[src/rtl/cla_accum_sched.sv]
// cla_accum_sched: round-robin scheduler sharing one 20-bit carry-lookahead
// adder among NUM_REQ partial-sum requesters. A granted lane streams LEN
// signed 19-bit beats. Each beat is added into a 19-bit accumulator that
// saturates after every add. The result is returned over a valid/ready port.
//
// Ports
//   clk_i, rst_ni        clock, async active-low reset
//   req_i                per-lane request (level)
//   len_i                per-lane beat count, sampled at grant
//   grant_o              one-hot adder owner during ACCUM and DONE
//   data_valid_i/data_i  per-lane beat stream
//   data_ready_o         per-lane beat ready; only the owner, only in ACCUM
//   res_*                result handshake: sum, lane id, sticky saturation
//   busy_o               FSM not idle
//
// state | meaning
// ------+---------------------------------------------------------------
// IDLE  | no owner; arbitrate among req_i starting at rr_ptr
// ACCUM | owner lane streams beats through the shared adder
// DONE  | result presented, held until res_ready_i

// 20-bit adder built from five 4-bit lookahead groups. The group carries
// ripple from one group to the next.
module cla_20b (
    input  logic [19:0] a_i,
    input  logic [19:0] b_i,
    input  logic        cin_i,
    output logic [19:0] sum_o,
    output logic        overflow_o
);
    logic [19:0] w_g;
    logic [19:0] w_p;
    logic [20:0] w_c;

    assign w_g = a_i & b_i;
    assign w_p = a_i ^ b_i;

    always_comb begin
        logic [20:0] c;
        c    = '0;
        c[0] = cin_i;
        for (int k = 0; k < 5; k++) begin
            c[4*k+1] = w_g[4*k] | (w_p[4*k] & c[4*k]);
            c[4*k+2] = w_g[4*k+1] | (w_p[4*k+1] & w_g[4*k])
                     | (w_p[4*k+1] & w_p[4*k] & c[4*k]);
            c[4*k+3] = w_g[4*k+2] | (w_p[4*k+2] & w_g[4*k+1])
                     | (w_p[4*k+2] & w_p[4*k+1] & w_g[4*k])
                     | (w_p[4*k+2] & w_p[4*k+1] & w_p[4*k] & c[4*k]);
            c[4*k+4] = w_g[4*k+3] | (w_p[4*k+3] & w_g[4*k+2])
                     | (w_p[4*k+3] & w_p[4*k+2] & w_g[4*k+1])
                     | (w_p[4*k+3] & w_p[4*k+2] & w_p[4*k+1] & w_g[4*k])
                     | (w_p[4*k+3] & w_p[4*k+2] & w_p[4*k+1] & w_p[4*k] & c[4*k]);
        end
        w_c = c;
    end

    assign sum_o      = w_p ^ w_c[19:0];
    assign overflow_o = w_c[20] ^ w_c[19];
endmodule

module cla_accum_sched #(
    parameter int NUM_REQ = 4,
    parameter int LEN_W   = 8
) (
    input  logic                         clk_i,
    input  logic                         rst_ni,
    input  logic [NUM_REQ-1:0]           req_i,
    input  logic [NUM_REQ*LEN_W-1:0]     len_i,
    output logic [NUM_REQ-1:0]           grant_o,
    input  logic [NUM_REQ-1:0]           data_valid_i,
    input  logic [NUM_REQ*19-1:0]        data_i,
    output logic [NUM_REQ-1:0]           data_ready_o,
    output logic                         res_valid_o,
    input  logic                         res_ready_i,
    output logic [18:0]                  res_data_o,
    output logic [$clog2(NUM_REQ)-1:0]   res_id_o,
    output logic                         res_sat_o,
    output logic                         busy_o
);
    localparam int ID_W = $clog2(NUM_REQ);
    localparam int DW   = 19;
    localparam logic [DW-1:0] ACC_MAX = 19'h3FFFF;   //  262143
    localparam logic [DW-1:0] ACC_MIN = 19'h40000;   // -262144

    typedef enum logic [1:0] {
        ST_IDLE  = 2'd0,
        ST_ACCUM = 2'd1,
        ST_DONE  = 2'd2
    } state_t;

    state_t            r_state;
    state_t            w_state_nxt;
    logic [ID_W-1:0]   r_id;
    logic [ID_W-1:0]   r_rr_ptr;
    logic [LEN_W-1:0]  r_len;
    logic [LEN_W-1:0]  r_cnt;
    logic [DW-1:0]     r_acc;
    logic              r_sat;

    logic [LEN_W-1:0]  w_len_lane  [NUM_REQ];
    logic [DW-1:0]     w_data_lane [NUM_REQ];
    logic              w_pick_valid;
    logic [ID_W-1:0]   w_pick_id;
    logic              w_beat;
    logic              w_last;
    logic [DW-1:0]     w_beat_data;
    logic [19:0]       w_sum;
    logic              w_unused_ovf;
    logic              w_pos_ovf;
    logic              w_neg_ovf;
    logic [DW-1:0]     w_acc_sat;
    logic [NUM_REQ-1:0] w_onehot;

    for (genvar k = 0; k < NUM_REQ; k++) begin : g_lane
        assign w_len_lane[k]  = len_i[k*LEN_W +: LEN_W];
        assign w_data_lane[k] = data_i[k*DW +: DW];
    end

    // First requesting lane at or after rr_ptr, wrapping modulo NUM_REQ.
    always_comb begin
        int              idx;
        logic [ID_W-1:0] idx_l;
        w_pick_valid = 1'b0;
        w_pick_id    = '0;
        idx          = 0;
        idx_l        = '0;
        for (int i = 0; i < NUM_REQ; i++) begin
            idx = int'(r_rr_ptr) + i;
            if (idx >= NUM_REQ) idx = idx - NUM_REQ;
            idx_l = ID_W'(idx);
            if (!w_pick_valid && req_i[idx_l]) begin
                w_pick_valid = 1'b1;
                w_pick_id    = idx_l;
            end
        end
    end

    assign w_beat      = (r_state == ST_ACCUM) && data_valid_i[r_id];
    assign w_last      = (r_cnt == r_len - LEN_W'(1));
    assign w_beat_data = w_data_lane[r_id];
    assign w_onehot    = NUM_REQ'(1) << r_id;

    cla_20b u_cla (
        .a_i        ({r_acc[DW-1], r_acc}),
        .b_i        ({w_beat_data[DW-1], w_beat_data}),
        .cin_i      (1'b0),
        .sum_o      (w_sum),
        .overflow_o (w_unused_ovf)
    );

    // Sign-extended 19-bit operands always fit in 20 bits, so the 19-bit
    // range is exceeded exactly when the top two sum bits disagree.
    assign w_pos_ovf = ~w_sum[19] &  w_sum[18];
    assign w_neg_ovf =  w_sum[19] & ~w_sum[18];
    assign w_acc_sat = w_pos_ovf ? ACC_MAX :
                       w_neg_ovf ? ACC_MIN : w_sum[DW-1:0];

    always_ff @(posedge clk_i or negedge rst_ni) begin
        if (!rst_ni) r_state <= ST_IDLE;
        else         r_state <= w_state_nxt;
    end

    always_comb begin
        w_state_nxt  = r_state;
        grant_o      = '0;
        data_ready_o = '0;
        res_valid_o  = 1'b0;
        res_data_o   = '0;
        res_id_o     = '0;
        res_sat_o    = 1'b0;
        busy_o       = 1'b0;
        case (r_state)
            ST_IDLE: begin
                if (w_pick_valid) begin
                    w_state_nxt = (w_len_lane[w_pick_id] != '0) ? ST_ACCUM : ST_DONE;
                end
            end
            ST_ACCUM: begin
                busy_o       = 1'b1;
                grant_o      = w_onehot;
                data_ready_o = w_onehot;
                if (w_beat && w_last) w_state_nxt = ST_DONE;
            end
            ST_DONE: begin
                busy_o      = 1'b1;
                grant_o     = w_onehot;
                res_valid_o = 1'b1;
                res_data_o  = r_acc;
                res_id_o    = r_id;
                res_sat_o   = r_sat;
                // Return through IDLE so the next grant starts from the
                // advanced pointer.
                if (res_ready_i) w_state_nxt = ST_IDLE;
            end
            default: w_state_nxt = ST_IDLE;
        endcase
    end

    always_ff @(posedge clk_i or negedge rst_ni) begin
        if (!rst_ni) begin
            r_id     <= '0;
            r_rr_ptr <= '0;
            r_len    <= '0;
            r_cnt    <= '0;
            r_acc    <= '0;
            r_sat    <= 1'b0;
        end else begin
            case (r_state)
                ST_IDLE: begin
                    if (w_pick_valid) begin
                        r_id  <= w_pick_id;
                        r_len <= w_len_lane[w_pick_id];
                        r_cnt <= '0;
                        r_acc <= '0;
                        r_sat <= 1'b0;
                    end
                end
                ST_ACCUM: begin
                    if (w_beat) begin
                        r_acc <= w_acc_sat;
                        r_sat <= r_sat | w_pos_ovf | w_neg_ovf;
                        r_cnt <= r_cnt + LEN_W'(1);
                    end
                end
                ST_DONE: begin
                    if (res_ready_i) begin
                        r_rr_ptr <= (r_id == ID_W'(NUM_REQ - 1)) ? '0 : r_id + ID_W'(1);
                    end
                end
                default: ;
            endcase
        end
    end
endmodule
[config.mk]
export PLATFORM = sky130hd
export DESIGN_NAME = cla_accum_sched
export DESIGN_NICKNAME = d
export VERILOG_FILES = /design/src/rtl/cla_accum_sched.sv
export SDC_FILE = /design/constraint.sdc
export NUM_CORES = 1
export LEC_CHECK = 0
export BUFFER_PORTS_ARGS = -buffer_cell sky130_fd_sc_hd__buf_2
export CORE_MARGIN = 3
export CORE_UTILIZATION = 30
export CTS_CLUSTER_DIAMETER = 150
export DETAILED_ROUTE_END_ITERATION = 10
export PLACE_DENSITY = 0.5
export SETUP_SLACK_MARGIN = 0.15
export SKIP_CTS_REPAIR_TIMING = 1
export SLEW_MARGIN = 20
export SYNTH_ARGS = -nofsm -noshare
export SYNTH_HDL_FRONTEND = slang
export SYNTH_SLANG_ARGS = --single-unit
[constraint.sdc]
create_clock -name clk_i -period 4.9 [get_ports clk_i]
set_input_delay 0.98 -clock clk_i [delete_from_list [all_inputs] [get_ports clk_i]]
set_output_delay 0.98 -clock clk_i [all_outputs]
set_load 0.005 [all_outputs]
# Yosys cells after proc, flatten, opt, wreduce, memory -nomap -nowiden
# Cells that the tools add are included.
[word_totals]
register_bits = 42
out_inout_bits = 32
[classes]
n_bitwise = 119
n_mux = 52
n_reduce_logical = 16
order_cmp = 11
n_addsub = 10
eq_ne = 8
shift = 1
[op_table]
columns = ["cell", "count"]
rows = [
  ["two-way mux 19 bit", 7],
  ["AND 1 bit", 68],
  ["bitwise OR 1 bit", 44],
  ["XOR 20 bit", 2],
  ["binary-select mux 19 bit (select 2 bit)", 1],
  ["case mux 19 bit (2 select lines)", 1],
  ["two-way mux 8 bit", 4],
  ["two-way mux 2 bit", 14],
  ["AND 19 bit", 1],
  ["binary-select mux 8 bit (select 2 bit)", 1],
  ["case mux 8 bit (2 select lines)", 1],
  [">= comparator 3 bit, second input constant", 5],
  ["< comparator 2 x 3 -> 1 bit, second input constant", 5],
  ["two-way mux 1 bit", 14],
  ["binary-select mux 1 bit (select 2 bit)", 5],
  ["adder 8 x 1 -> 8 bit, second input constant", 1],
  ["== test 8 bit", 1],
  ["two-way mux 4 bit", 2],
  ["nonzero test 8 bit", 1],
  ["subtractor 2 x 1 -> 2 bit, second input constant", 4],
  ["subtractor 8 x 1 -> 8 bit, second input constant", 1],
  ["adder 2 x 2 -> 3 bit, second input constant", 2],
  ["!= test 2 bit, second input constant", 3],
  ["NOT 2 -> 3 bit", 2],
  ["17 further kinds", 27],
]

# Longest topological paths before layout
# Gate-level depths: netlist of the first run.
[depth]
ltp_word = 24
mapped_depth = 13

# Modules after synthesis
# Synthesis of the first run repeated with hierarchy kept, for this count alone.
[unflattened]
hier_cells = 437
hier_area_um2 = 4047.6
[by_module_without_submodules]
columns = ["module", "area_each_um2", "seq_area_each_um2", "n_inst", "cells_each"]
rows = [
  ["cla_accum_sched", 3180.6, 1051.0, 1, 328],
  ["cla_20b", 867.1, 0.0, 1, 109],
]

# Least setup slack after synthesis of the first run
# OpenSTA, ideal clock, no wires.
[synth_path]
kind = "reg-to-reg"
start = "register r_id[0]"
end = "register r_acc[16]"
t_arrival_ns = 3.782
slack_ns = 0.997
stages_incl_launch_ff = 13
n_path_buf = 2
setup_time_ns = 0.121
cell_sequence = "dfrtp_1 > buf_2 > buf_1 > mux4_2 > ha_1 > a21oi_1 > o21ai_1 > a211oi_2 > a21oi_1 > a211o_1 > fa_1 > nand3b_1 > a22o_1"
[synth_between]
elab_chain_cells = 24
elab_cells_between_ends = 74
[synth_rtl]
columns = ["item", "line_no", "text"]
rows = [
  ["from (decl)", "93", "logic [ID_W-1:0] r_id;"],
  ["from (signal assigned)", "211", "r_id <= w_pick_id;"],
  ["NOT 2 -> 3 bit (not written as such)", "140", "assign w_beat_data = w_data_lane[r_id];"],
  ["binary-select mux 19 bit (select 2 bit)", "140", ""],
  ["two-way mux 19 bit (not written as such) (2 in series)", "140", ""],
  ["XOR 20 bit / AND 19 bit (equally long branches)", "36, 35", ""],
  ["AND 1 bit, on equally long branches", "49, 50, 51", ""],
  ["bitwise OR 1 bit, or another cell as far along", "49", "c[4*k+4] = w_g[4*k+3] | (w_p[4*k+3] & w_g[4*k+2])"],
  ["bitwise OR 1 bit / AND 1 bit (equally long branches)", "50, 51", ""],
  ["bitwise OR 1 bit", "51", "| (w_p[4*k+3] & w_p[4*k+2] & w_p[4*k+1] & w_g[4*k])"],
  ["(+7 left out)", "n/a", ""],
  ["bitwise OR 1 bit", "45", "| (w_p[4*k+1] & w_p[4*k] & c[4*k]);"],
  ["XOR 20 bit", "57", "assign sum_o = w_p ^ w_c[19:0];"],
  ["NOT 1 bit", "154", "assign w_neg_ovf = w_sum[19] & ~w_sum[18];"],
  ["AND 1 bit", "154", ""],
  ["two-way mux 19 bit", "156", "w_neg_ovf ? ACC_MIN : w_sum[DW-1:0];"],
  ["two-way mux 19 bit", "155", "assign w_acc_sat = w_pos_ovf ? ACC_MAX :"],
  ["two-way mux 19 bit", "219", "if (w_beat) begin"],
  ["case mux 19 bit (2 select lines)", "208", "case (r_state)"],
  ["to (signal assigned)", "220", "r_acc <= w_acc_sat;"],
  ["to (decl)", "97", "logic [DW-1:0] r_acc;"],
]
# Several ways; a longest one is shown, not always the timed one. The select of a mux whose other input is x is not followed.
# A chain may end at the register's enable or synchronous reset.

# Final worst setup path of the first run
[layout_path]
start = "register r_id[0]"
end = "register r_acc[17]"
# Same word-level chain as after synthesis.

==> flow_summary.toml, run 1 <==
[layout]
layout-area-overhead-vs-synth_pct = 27.1
stdcell_area_um2 = 5110
antenna_cells = 0
final_common_cell = "buf_2"
finalNetCount = 689
drive_above_1_share = 0.400
mostFrequentLayoutCells = "149 x buf_2, 41 x dfrtp_1, 31 x and2_1"

[detailed_routing]
detail-route-antenna-nets = 0
wl_per_cell_um = 15.8
viasPerCell = 4.97
dr.pass1.iters = 4
drc_errors = 0
drt_iter0_drc = 100
wirelength_um = 11200
dr_total_vias = 3529

[timing]
setup_violations = 0
fin_crit_ns = 3.92
setup_ws_ns = 0.984
relSlewSlack = 0.319
fmax_mhz = 255
rsz0062_at_grt = "false"
finalCritPeriodShare = 0.799
final_max_slew_viol_count = 0
final_hold_viol_count = 0
finalClockSkew_ns = 0.00814
tns_ns = 0
worst_pin_slew_ns = 1.02

[yosys]
synth-main-ff-cell = "dfrtp_1"
synth_cell_types = 59
syn_area_per_cell_um2 = 10.2
async_flop_share = 1.00
yosys_warnings = 0
synth_edf_count = 0
synth-seq-cells = 42
syn-cell-area_um2 = 4020
synth_cells = 395
syn-num-nets = 547
yosysSeqAreaShare = 0.261

[min_path]
hold_path_class = "reg2reg"

[flow_run]
cap_viol_max_count = 0

[power_and_ir_drop]
max-vdd-ir-drop_mv = 0.202
power_leakage_uw = 0.00255
power.density_nw_per_um2 = 631

[worst_setup_path]
rr_endpoint = "r_acc[17]"
critPathBufInv = 0
crit_family = "compound AO/OA/AOI/OAI gates"
cpPeakStageDelay_ns = 0.73
crit_cells = 11
worstPathArrival_ns = 4.03
crit_slowest_cell = "dfrtp_2"
criticalPathCategory = "reg2reg"
cp-end-kind = "flip-flop"
required_ns = 5.02
crit_path_end = "r_acc[17]"
start_kind = "flip-flop"
cp-startpoint = "r_id[0]"
cp_max_fo = 16
ff2ff_path_depth = 11
rr_startpoint = "r_id[0]"
rrSetupSlack_ns = 0.98
cpMostUsedCell = "a21oi_1"
path_cells = "mux4_2 -> ha_1 -> a21oi_1 -> o21ai_1 -> a211oi_2 -> a21oi_1 -> a211o_1 -> fa_1 -> xor2_1 -> nand2_1 -> a31oi_2"

[clock_tree]
cts_sinks = 42
clk_pin_slew_worst_paths_ns = 0.07
clk_latency_ns = 0.29
cts-root-buf = "clkbuf_16"
cts_buffers = 5
cts_max_level = 2
clockBufferDepth = 2
cts_tree = "done"

[floorplan]
fp.dieH_um = 122
core_area_um2 = 12900
ios = 151
fp-row-count = 41
die_area_um2 = 14800
fp.dieW_um = 122
initial_core_util = 0.312

[global_routing]
grt_overflow = 0
grt_pass1_wl_um = 18100
grt_max_degree = 43
antenna_found_initial = 0
globalRouteTotalUtil = 0.152
first_global_vias = 3681

[placement]
place_ws_ns = 0.824
dpl_cell_area_um2 = 4940
numPortBuffers = 150
hpwl_um = 8990
gp_congestion = 0.831

[run_status]
status = "finished, final reports clean"
==> worst min path at each step <==
stage	start	cells past startpoint	slack, ns	endpoint
5_1_grt	r_sat	1	0.52	r_sat
6_report	r_sat	1	0.48	r_sat
3_3_place_gp	r_sat	1	0.46	r_sat
2_1_floorplan	r_sat	1	0.44	r_sat
4_1_cts	r_sat	1	0.48	r_sat
3_5_place_dp	r_sat	1	0.47	r_sat
==> synthesized netlist by cell type (7+ instances only) <==
library cell | instances | share of area
ha_1 | 28 | 0.087
a22o_1 | 7 | 0.015
xnor2_1 | 8 | 0.017
inv_1 | 12 | 0.011
mux4_2 | 20 | 0.11
nor2_1 | 15 | 0.014
and2_1 | 31 | 0.048
mux2_2 | 12 | 0.034
xor2_1 | 20 | 0.044
a31oi_2 | 8 | 0.025
dfrtp_1 | 42 | 0.26
nand3_1 | 9 | 0.011
nand2_1 | 30 | 0.028
a21oi_1 | 24 | 0.030
clkbuf_1 | 12 | 0.011
mux2i_1 | 24 | 0.060
nand3b_1 | 7 | 0.013
==> through the flow <==
step | cells | hold WS [ns] | power (uW) | utilization
global route | 710 | 0.517 | 3540 | 0.397
CTS | 710 | 0.482 | 3260 | 0.397
global placement | 702 | 0.463 | 2820 | 0.383
finish | 710 | 0.482 | 3220 | 0.397
floorplan | 395 | 0.442 | 2300 | -
detailed placement | 702 | 0.467 | 2850 | 0.383
==> cells by family after synthesis <==
| group | Yosys count | share of synthesized area |
|---|---|---|
| AND/OR/NAND/NOR | 118 | 0.159 |
| adder cells (fa/ha/maj) | 33 | 0.112 |
| AO/OA/AOI/OAI | 86 | 0.164 |
| flip-flops | 42 | 0.261 |
| multiplexers | 56 | 0.205 |
| buffers and inverters | 32 | 0.0364 |
| XOR/XNOR | 28 | 0.0610 |
==> report_power, final <==
part	internal (uW)	leakage, uW	switching (uW)	total (uW)
combinational	1020	0.00193	1140	2160
sequential	482	0.000535	191	672
clock	241	0.0000842	144	386
total	1740	0.00255	1480	3220
==> area by class of cell <==
cell class / instances / area [um2]
fillers: 1306 / 7770
multi-input cells: 321 / 2840
flip-flops and latches: 42 / 1050
repair buffers: 155 / 791
well taps: 172 / 215
clock buffers: 5 / 125
inverters: 12 / 45.0
clock inverters: 3 / 43.8
==> state kept, by name (all words and copies together) (netlist names) <==
| signal | flops |
|---|---|
| r_acc | 19 |
| r_id | 2 |
| r_sat | 1 |
| r_rr_ptr | 2 |
| r_len | 8 |
| r_state | 2 |
| r_cnt | 8 |
==> layer usage <==
metal / track usage / up-vias / wire length (um)
met4: 0.0245 / 0 / 59
met1: 0.201 / 1685 / 5120
met5: 0 / - / 0
met3: 0.0218 / 5 / 485
met2: 0.268 / 85 / 5580
li1: - / 1754 / -
Power figures use the tool's default switching activity.
==> run 2, diff against run 1 <==
- clock period: 4.9 -> 4.1 ns (I/O delays scaled with it)
==> run 2 against run 1 <==
Wire length rose by 0.47%. Core utilization rose by 0.18 points. Clock skew fell by 0.0031 ns. Largest cell class unchanged.
==> flow_summary.toml, run 2 (synthesized netlist as in run 1, its figures left out) <==
[clock_tree]
cts-root-buf = "clkbuf_16"
clk_pin_slew_worst_paths_ns = 0.06
cts_sinks = 42
clockBufferDepth = 2
clk_latency_ns = 0.28
cts_tree = "done"
cts_max_level = 2
cts_buffers = 5

[detailed_routing]
drt_iter0_drc = 135
detail-route-antenna-nets = 0
drc_errors = 0
wl_per_cell_um = 15.8
viasPerCell = 4.99
wirelength_um = 11300
dr_total_vias = 3574
dr.pass1.iters = 4

[timing]
fin_crit_ns = 3.62
worst_pin_slew_ns = 0.818
final_hold_viol_count = 0
final_max_slew_viol_count = 0
finalCritPeriodShare = 0.884
tns_ns = 0
timing.hold.ws_ns = 0.484
rsz0062_at_grt = "false"
finalClockSkew_ns = 0.00505
relSlewSlack = 0.454
setup_violations = 0
fmax_mhz = 276

[layout]
mostFrequentLayoutCells = "149 x buf_2, 40 x dfrtp_1, 31 x and2_1"
antenna_cells = 0
reg_top3 = "r_acc x19, r_cnt x8, r_len x8"
largest_register = "r_acc"
largest_reg_flops = 19
drive_above_1_share = 0.406
final_common_cell = "buf_2"
layout-area-overhead-vs-synth_pct = 27.7
finalNetCount = 696

[worst_setup_path]
criticalPathCategory = "reg2reg"
rrSetupSlack_ns = 0.48
rr_endpoint = "r_acc[11]"
worstPathArrival_ns = 3.76
cp-end-kind = "flip-flop"
rr_startpoint = "r_id[0]"
cp_max_fo = 12
start_kind = "flip-flop"
required_ns = 4.24
ff2ff_path_depth = 10

[floorplan]
fp-row-count = 41
fp.dieW_um = 122
ios = 151
die_area_um2 = 14800
fp.dieH_um = 122
initial_core_util = 0.312
core_area_um2 = 12900

[min_path]
min_path_cells = 1
min_to = "r_sat"
worstHoldStart = "r_sat"
hold_path_class = "reg2reg"

[power_and_ir_drop]
power_leakage_uw = 0.00256
max-vdd-ir-drop_mv = 0.212
power.density_nw_per_um2 = 739

[global_routing]
globalRouteTotalUtil = 0.153
grt_max_degree = 43
grt_pass1_wl_um = 18100
grt_overflow = 0
antenna_found_initial = 0
first_global_vias = 3725

[placement]
hpwl_um = 9020
numPortBuffers = 150
gp_congestion = 0.883

[flow_run]
cap_viol_max_count = 0

[run_status]
status = "finished, final reports clean"
## run 2: where the power goes
group / switching, uW / total [uW] / internal, uW / leakage (uW)
logic: 1380 / 2630 / 1250 / 0.00197
registers: 208 / 788 / 580 / 0.000534
clock network: 154 / 377 / 223 / 0.0000640
total: 1740 / 3790 / 2050 / 0.00256
## run 2: per-stage QoR
stage | setup slack (ns) | util | power [uW] | cells | instance area [um2]
floorplan | 0.197 | - | 2750 | 395 | 4020
global placement | 0.239 | 0.387 | 3370 | 708 | 4980
detailed placement | 0.220 | 0.387 | 3430 | 708 | 4980
CTS | 0.362 | 0.397 | 3820 | 715 | 5110
global route | 0.192 | 0.399 | 4170 | 716 | 5130
finish | 0.477 | 0.399 | 3790 | 716 | 5130
## run 2: final cells by class
class,count,area (um2)
inverters,12,45.0
flip-flops and latches,42,1060
clock buffers,7,133
multi-input cells,321,2840
well taps,172,215
repair buffers,162,843
fillers,1292,7740
## run 2: routing by layer
metal	up-vias	share of wire	track usage
li1	1765	-	-
met1	1719	0.45	0.202
met2	84	0.50	0.264
met3	6	0.043	0.0227
met4	0	0.0067	0.0322
met5	-	0	0
## run 2: worst max-delay path by stage
| stage | slack, ns | depth (start not counted) | endpoint | from |
|---|---|---|---|---|
| final | 0.48 | 10 | r_acc[11] | r_id[0] |
| after global routing | 0.19 | 10 | r_acc[11] | r_id[0] |
| after CTS | 0.36 | 10 | r_acc[11] | r_id[0] |
| after detailed placement | 0.22 | 12 | r_acc[17] | data_i[64] |
| after global placement | 0.24 | 12 | r_acc[17] | data_i[64] |
| after floorplan | 0.20 | 12 | r_acc[16] | r_id[0] |
## run 2: worst max-delay path, cell delays in order (launching register included)
cell	delay (ns)
dfrtp_4	0.57
buf_4	0.20
mux4_2	0.50
ha_1	0.36
a21o_1	0.21
a21o_1	0.19
a31o_2	0.24
a21oi_1	0.37
nand3_1	0.46
nand2_1	0.24
o221ai_1	0.13
==> run 3, diff against run 2 <==
- CORE_UTILIZATION: 30 -> 51
- PLACE_DENSITY: 0.5 -> 0.82
==> run 3 against run 2 <==
Non-clock buffer count down 4. First-iteration DRC count down 2.2%. Global-route usage up 8.5 points. Clock skew about the same. Critical path type unchanged.
==> flow_summary.toml, run 3 (synthesized netlist as in run 1, its figures left out) <==
[timing]
timing.hold.ws_ns = 0.496
finalCritPeriodShare = 0.909
tns_ns = 0
setup_ws_ns = 0.374
final_hold_viol_count = 0
final_max_slew_viol_count = 0
fmax_mhz = 268
fin_crit_ns = 3.73
relSlewSlack = 0.357
rsz0062_at_grt = "false"
worst_pin_slew_ns = 0.965
finalClockSkew_ns = 0.00520
setup_violations = 0

[layout]
layout-area-overhead-vs-synth_pct = 23.6
antenna_cells = 0
largest_register = "r_acc"
drive_above_1_share = 0.401
largest_reg_flops = 19
reg_top3 = "r_acc x19, r_cnt x8, r_len x8"
stdcell_area_um2 = 4970
finalNetCount = 692
final_common_cell = "buf_2"
mostFrequentLayoutCells = "150 x buf_2, 42 x dfrtp_1, 31 x and2_1"

[worst_setup_path]
worstPathArrival_ns = 3.94
rr_endpoint = "r_acc[11]"
required_ns = 4.31
ff2ff_path_depth = 10
start_kind = "flip-flop"
rrSetupSlack_ns = 0.37
cp_max_fo = 14
criticalPathCategory = "reg2reg"
cp-end-kind = "flip-flop"
rr_startpoint = "r_id[1]"

[placement]
numPortBuffers = 150
hpwl_um = 8380
gp_congestion = 0.866
place_ws_ns = 0.270
dpl_cell_area_um2 = 4880

[power_and_ir_drop]
max-vdd-ir-drop_mv = 0.421
power.density_nw_per_um2 = 738
power_leakage_uw = 0.00253

[floorplan]
fp.dieH_um = 94.8
ios = 151
die_area_um2 = 8980
core_area_um2 = 7450
initial_core_util = 0.540
fp.dieW_um = 94.8
fp-row-count = 31

[global_routing]
first_global_vias = 3603
globalRouteTotalUtil = 0.238
grt_pass1_wl_um = 16900
grt_overflow = 0
grt_max_degree = 43
antenna_found_initial = 0

[detailed_routing]
wl_per_cell_um = 16.4
dr_total_vias = 3698
viasPerCell = 5.78
wirelength_um = 10500
drc_errors = 0
detail-route-antenna-nets = 0
dr.pass1.iters = 4
drt_iter0_drc = 132

[clock_tree]
cts_buffers = 5
clockBufferDepth = 2
cts_sinks = 42
cts_max_level = 2
cts-root-buf = "clkbuf_8"
clk_pin_slew_worst_paths_ns = 0.09
clk_latency_ns = 0.30
cts_tree = "done"

[min_path]
hold_path_class = "reg2reg"
worstHoldStart = "r_sat"
min_to = "r_sat"
min_path_cells = 1

[flow_run]
cap_viol_max_count = 0

[run_status]
status = "finished, final reports clean"
==> run 3: changes by cell type in the layout (fill, tap and decap cells not counted) <==
cell and change:
buf_4 -6, clkbuf_16 -5, clkbuf_8 +5, clkbuf_1 -2, dfrtp_1 +2, a21oi_1 +1, a21oi_2 -1, buf_12 +1
buf_2 +1, clkinv_2 +1, clkinv_4 +1, clkinvlp_4 +1, dfrtp_2 -1, dfrtp_4 -1
==> run 3: through the flow <==
| stage | total power (uW) | utilization | std cells |
|---|---|---|---|
| 5_1_grt | 3990 | 0.667 | 640 |
| 3_3_place_gp | 3260 | 0.655 | 632 |
| 6_report | 3670 | 0.667 | 640 |
| 2_1_floorplan | 2750 | - | 395 |
| 3_5_place_dp | 3380 | 0.655 | 632 |
| 4_1_cts | 3660 | 0.667 | 640 |
==> run 3: critical path, stage by stage, from the launching register on <==
cell and delay (ns):
dfrtp_1 0.74, buf_4 0.32, mux4_2 0.35, ha_1 0.34, o21ai_0 0.14, o21ai_2 0.26
nand3_2 0.16, a211o_1 0.40, a211o_1 0.43, and2_4 0.29, o221ai_1 0.20
==> run 3: layout make-up <==
cell class	count	area, um2
multi-input cells	321	2840
fillers	616	2480
flip-flops and latches	42	1050
repair buffers	158	823
well taps	99	124
clock buffers	5	68.8
inverters	12	45.0
clock inverters	3	21.3
==> run 3: power breakdown <==
part	total (uW)	switching, uW	internal (uW)
clock network	275	156	120
logic	2620	1380	1240
registers	771	197	574
==> run 3: worst max-delay path by stage <==
stage	from	to	slack (ns)	depth (start not counted)
after floorplan	r_id[0]	r_acc[16]	0.20	12
after global placement	data_i[62]	r_acc[16]	0.38	11
after detailed placement	data_i[62]	r_acc[17]	0.27	12
after CTS	r_id[1]	r_acc[11]	0.40	10
after global routing	r_id[1]	r_acc[11]	0.18	10
final	r_id[1]	r_acc[11]	0.37	10
==> run 3: per-layer routing <==
layer  vias up  GRT usage  part of all wire
met1      1771      0.312              0.41
met2       152      0.405              0.50
li1       1767          -                 -
met4         0     0.0649            0.0086
met5         -          0                 0
met3         8     0.0414             0.082
